File: src/rtl/sd_response_receiver_pkg.sv
// Shared definitions for the SD CMD-line response receiver: FSM encoding,
// frame geometry and the serial CRC7 step function.
package sd_response_receiver_pkg;

    typedef enum logic [2:0] {
        IDLE,
        WAIT_START,
        RECEIVE,
        CHECK,
        DONE
    } state_t;

    localparam int FRAME_BITS           = 48;
    localparam int CRC_BITS             = 7;
    localparam logic [CRC_BITS-1:0] CRC7_POLY = 7'h09;
    localparam int TIMEOUT_BITS_DEFAULT = 64;

    // One MSB-first step of x^7 + x^3 + 1: shift left, fold feedback into taps 3 and 0.
    function automatic logic [CRC_BITS-1:0] crc7_next(input logic [CRC_BITS-1:0] crc,
                                                      input logic bit_in);
        logic fb;
        fb = bit_in ^ crc[CRC_BITS-1];
        return {crc[CRC_BITS-2:0], 1'b0} ^ (fb ? CRC7_POLY : '0);
    endfunction

endpackage

File: src/rtl/sd_response_receiver_crc7.sv
// Serial CRC7 accumulator; clear has priority over enable.
module crc7_accumulator
    import sd_response_receiver_pkg::*;
(
    input  logic                clk,
    input  logic                clear,
    input  logic                enable,
    input  logic                bit_in,
    output logic [CRC_BITS-1:0] crc
);

    always_ff @(posedge clk) begin
        if (clear) begin
            crc <= '0;
        end else if (enable) begin
            crc <= crc7_next(crc, bit_in);
        end
    end

endmodule

File: src/rtl/sd_response_receiver.sv
// Receives one 48-bit SD command response from the CMD line, checks CRC7,
// end bit and direction bit, and reports a start-bit timeout.
module sd_response_receiver
    import sd_response_receiver_pkg::*;
#(
    parameter int TIMEOUT_BITS = TIMEOUT_BITS_DEFAULT
) (
    input  logic        clk,
    input  logic        reset,
    input  logic        bit_en,
    input  logic        cmd_in,
    input  logic        start,
    output logic        busy,
    output logic        done,
    output logic [5:0]  resp_index,
    output logic [31:0] resp_arg,
    output logic        crc_ok,
    output logic        end_ok,
    output logic        dir_ok,
    output logic        timeout
);

    localparam int TCNT_W = $clog2(TIMEOUT_BITS + 1);
    localparam logic [TCNT_W-1:0] TIMEOUT_LAST = TCNT_W'(TIMEOUT_BITS - 1);
    localparam logic [5:0] LAST_BIT = 6'(FRAME_BITS - 1);
    // Bits received before the first CRC field bit arrives (start bit + 39).
    localparam logic [5:0] CRC_SPAN = 6'(FRAME_BITS - CRC_BITS - 1);

    state_t                state;
    logic [5:0]            bit_cnt;
    logic [TCNT_W-1:0]     timeout_cnt;
    // Frame bits 46..0; the start bit (47) is always 0 and needs no storage.
    logic [FRAME_BITS-2:0] shift_reg;
    logic [CRC_BITS-1:0]   crc;
    logic                  crc_clear;
    logic                  crc_en;

    always_comb begin
        crc_clear = reset || (state == IDLE && start);
        crc_en    = 1'b0;
        if (bit_en) begin
            case (state)
                WAIT_START: crc_en = !cmd_in;
                RECEIVE:    crc_en = (bit_cnt < CRC_SPAN);
                default:    crc_en = 1'b0;
            endcase
        end
    end

    crc7_accumulator u_crc (
        .clk    (clk),
        .clear  (crc_clear),
        .enable (crc_en),
        .bit_in (cmd_in),
        .crc    (crc)
    );

    always_ff @(posedge clk) begin
        if (reset) begin
            state       <= IDLE;
            busy        <= 1'b0;
            done        <= 1'b0;
            bit_cnt     <= '0;
            timeout_cnt <= '0;
            shift_reg   <= '0;
            resp_index  <= '0;
            resp_arg    <= '0;
            crc_ok      <= 1'b0;
            end_ok      <= 1'b0;
            dir_ok      <= 1'b0;
            timeout     <= 1'b0;
        end else begin
            case (state)
                IDLE: begin
                    done <= 1'b0;
                    if (start) begin
                        state       <= WAIT_START;
                        busy        <= 1'b1;
                        bit_cnt     <= '0;
                        timeout_cnt <= '0;
                        crc_ok      <= 1'b0;
                        end_ok      <= 1'b0;
                        dir_ok      <= 1'b0;
                        timeout     <= 1'b0;
                    end
                end
                WAIT_START: begin
                    if (bit_en) begin
                        if (!cmd_in) begin
                            state     <= RECEIVE;
                            bit_cnt   <= 6'd1;
                            shift_reg <= {shift_reg[FRAME_BITS-3:0], cmd_in};
                        end else begin
                            timeout_cnt <= timeout_cnt + 1'b1;
                            if (timeout_cnt == TIMEOUT_LAST) begin
                                state   <= DONE;
                                done    <= 1'b1;
                                timeout <= 1'b1;
                            end
                        end
                    end
                end
                RECEIVE: begin
                    if (bit_en) begin
                        shift_reg <= {shift_reg[FRAME_BITS-3:0], cmd_in};
                        bit_cnt   <= bit_cnt + 1'b1;
                        if (bit_cnt == LAST_BIT) begin
                            state <= CHECK;
                        end
                    end
                end
                CHECK: begin
                    crc_ok     <= (shift_reg[7:1] == crc);
                    end_ok     <= shift_reg[0];
                    dir_ok     <= !shift_reg[46];
                    resp_index <= shift_reg[45:40];
                    resp_arg   <= shift_reg[39:8];
                    state      <= DONE;
                    done       <= 1'b1;
                end
                DONE: begin
                    state <= IDLE;
                    busy  <= 1'b0;
                    done  <= 1'b0;
                end
                default: begin
                    state <= IDLE;
                    busy  <= 1'b0;
                    done  <= 1'b0;
                end
            endcase
        end
    end

endmodule
File: config.mk
export PLATFORM = sky130hd
export DESIGN_NAME = sd_response_receiver
export DESIGN_NICKNAME = d
export VERILOG_FILES = /design/src/rtl/sd_response_receiver_pkg.sv /design/src/rtl/sd_response_receiver_crc7.sv /design/src/rtl/sd_response_receiver.sv
export SDC_FILE = /design/constraint.sdc
export NUM_CORES = 1
export LEC_CHECK = 0
export ABC_AREA = 1
export CORE_UTILIZATION = 55
export CTS_CLUSTER_SIZE = 28
export DETAILED_ROUTE_END_ITERATION = 8
export GPL_ROUTABILITY_DRIVEN = 0
export GPL_TIMING_DRIVEN = 0
export PLACE_DENSITY = 0.74
export RECOVER_POWER = 100
export SLEW_MARGIN = 20
export SYNTH_ARGS = -nofsm -noshare
export SYNTH_HDL_FRONTEND = slang
export SYNTH_HIERARCHICAL = 1
export SYNTH_SLANG_ARGS = --single-unit
File: constraint.sdc
create_clock -name clk -period 4.4 [get_ports clk]
set_input_delay 0.44 -clock clk [delete_from_list [all_inputs] [get_ports clk]]
set_output_delay 0.44 -clock clk [all_outputs]
set_load 0.02 [all_outputs]
==> results.cfg <==
[outcome]
status = completed

[global_route]
gr-total-overflow = 0
antenna_found_initial = 0
grt_util_all_layers = 0.256
grt_max_degree = 17
grt_pass1_vias = 3824
grt_pass1_wl_um = 17200

[logic_synthesis]
synth_cell_types = 26
synth_xor_area_frac = 0.0232
synth_edf_count = 0
ys_top_cells_by_area = dfxtp_1, nor2_1, o21ai_0
muxShareOfSynthArea = 0
post-synth-top-count-cell = nor2_1
ys_warn_count = 6
synth_top_flop_cell = dfxtp_1
ys_async_sr_fraction = 0
synth_simple_gate_area_frac = 0.264
synthCells = 603
syn-cell-area_sq_um = 4520
avgSynthCellArea_sq_um = 7.50
synth_common_cells = nor2_1, dfxtp_1, o21ai_0
synth.ff_latch_count = 114
syn_nets = 610
seq_area_frac_synth = 0.505
synth_area_leader_cell = dfxtp_1
synth_top_family_by_area = simple AND/OR/NAND/NOR gates
synth-compound-area-share = 0.140
yosys.area_share.adder = 0.00553
synth_top_area_share = 0.505

[power]
vdd.ir_drop.worst_mv = 0.372
cellInternalPower_mw = 2.43
p_leak_nw = 2.30
comb_power_share = 0.268
netSwitchingPower_mw = 1.25
p_sw_frac = 0.339
pwr_density_cell_nw_per_um2 = 650
p_seq_frac = 0.371
clkPwrFrac = 0.362
power.total_mw = 3.67

[detailed_routing]
drt_iter0_markers = 155
drtAntennaViolNets = 0
avgRoutedWirePerCell_um = 12.9
drc = 0
drt-total-wl_um = 10100
first_pass_iters = 5
post_drt_via_cell_ratio = 5.20
vias = 4080

[worst_setup_path]
crit_end = shift_reg[5]
r2r_end = shift_reg[5]
crit_fanout = 10
r2r_cells = 8
required_ns = 4.84
worstSetupPathType = reg -> reg
crit_chain = nor2_1 > nand2_1 > nand2_1 > nand2_1 > clkbuf_1 > clkbuf_1 > o21ai_0 > nor2_1
crit_path_end_kind = register
rr_startpoint = state[0]
crit_slowest_cell = dfxtp_1
max_stage_delay_ns = 0.44
cp-start-kind = register
r2r_slack_ns = 2.12
cp_common_cell = nand2_1
crit_cells = 8
cp_num_buf_inv = 2
startpoint = state[0]
path_delay_family = simple AND/OR/NAND/NOR gates
cp.arrival_ns = 2.72

[timing]
worst_pin_slew_ns = 0.531
hold_viol_final = 0
maxSlewHeadroom = 0.646
fin_crit_sh = 0.519
fmax_mhz = 438
clock_skew_ns = 0.00920
period_minus_slack_ns = 2.28
rsz0062_at_grt = no
setup_viol = 0
slew_viol_final = 0
tns_ns = 0

[placement]
io_buffer_count = 47
place_inst = 752
post_dp_cell_area_sq_um = 5120
hpwlAfterDp_um = 6740

[clock_network]
h-tree-depth = 4
cts_buffers = 17
cts_tree = built
cts_buffer_depth = 2
cts_resized = 0
clock_sinks = 114
hold_buffers = 0
clockRootBuffer = clkbuf_8
clkTransAtPathRegs_ns = 0.06
cts_setup_buffers = 0
clk_latency_ns = 0.51

[die]
design.core.area_sq_um = 7850
rows = 32
die_w_um = 92.7
io_pins = 49
initial_core_util = 0.576
dieHeight_um = 92.7
die_area_sq_um = 8590

[hold_path]
hold_path_class = in -> reg

[final_layout]
nets = 676
area_growth_syn_to_layout_pct = 25.0
diodes = 0
final_cell_count_no_fill = 784
largest_register_ffs = 47
fillCellCount = 664
drive_gt1_frac = 0.0587
final_area_sq_um = 5650

[flow_run]
maxCapViolCount = 0
==> cells by family (layout without fill, tap and decap cells) <==
logic type,count (synthesis),after routing
AOI/OAI and AO/OA,122,122
adders and majority gates,2,2
and+or+nand+nor,296,296
buffers and inverters,57,136
xor gates and xnor gates,12,12
DFF,114,114
==> power groups by stage <==
| stage | clock [mW] | sequential [mW] | combinational, mW |
|---|---|---|---|
| after floorplan | 0 | 1.42 | 0.693 |
| after global placement | 0 | 1.37 | 1.00 |
| after detailed placement | 0 | 1.38 | 1.03 |
| after CTS | 1.34 | 1.37 | 1.04 |
| after global routing | 1.39 | 1.39 | 1.11 |
| final | 1.33 | 1.36 | 0.983 |
==> worst min-delay path by stage <==
stage                   from       endpoint  depth (start not counted)
2_1_floorplan  shift_reg[46]  shift_reg[46]                          2
4_1_cts                reset     bit_cnt[5]                          2
6_report               reset     bit_cnt[5]                          2
3_3_place_gp   shift_reg[46]  shift_reg[46]                          2
3_5_place_dp   shift_reg[46]  shift_reg[46]                          2
5_1_grt                reset     bit_cnt[5]                          2
==> metrics by stage <==
stage          hold slack (ns)  utilization  setup WS [ns]
2_1_floorplan            0.430            -           2.88
3_5_place_dp             0.448        0.652           2.27
4_1_cts                  0.380        0.727           2.47
3_3_place_gp             0.443        0.652           2.32
5_1_grt                  0.396        0.720           1.95
6_report                 0.361        0.720           2.12
==> cell type report <==
type	count	area, sq um	share of cell area
Timing Repair Buffer	47	470	0.0833
Inverter	27	101	0.0179
Clock inverter	12	133	0.0235
Buffer	30	146	0.0259
Tap cell	102	128	0.0226
Multi-Input combinational cell	432	1930	0.342
Sequential cell	114	2280	0.404
Clock buffer	20	455	0.0806
==> cell usage in the layout (no fill, tap or decap), drive strengths merged <==
| cell type | Yosys | routed |
|---|---|---|
| nor2 | 200 | 200 |
| clkbuf | 17 | 45 |
| inv | 27 | 27 |
| nand2 | 72 | 72 |
| nand3b | 2 | 2 |
| ha | 2 | 2 |
| a21oi | 26 | 26 |
| xnor2 | 8 | 8 |
| a211oi | 3 | 3 |
| nand3 | 19 | 19 |
| clkinv | 0 | 7 |
| nor3 | 1 | 1 |
| clkinvlp | 0 | 3 |
| buf | 13 | 5 |
| dfxtp | 114 | 114 |
| o21ai | 92 | 92 |
| bufinv | 0 | 2 |
| xor2 | 4 | 4 |
| o21bai | 1 | 1 |
| clkdlybuf4s50 | 0 | 2 |
| dlygate4sd3 | 0 | 45 |
| nand4 | 2 | 2 |
==> metal layers <==
layer | vias to the layer above | share of wire | track usage
li1 | 2083 | - | -
met3 | 17 | 0.041 | 0.0542
met5 | - | 0 | 0
met4 | 0 | 0.016 | 0.103
met2 | 99 | 0.49 | 0.441
met1 | 1881 | 0.45 | 0.311
==> worst reg2reg max path, delay by kind of cell (launching register included) <==
family          cells  cell delay, ns
simple gates        5            0.90
buf+inv             2            0.71
flops               1            0.44
compound gates      1            0.17
No activity file was read; power rests on OpenSTA's default activity.
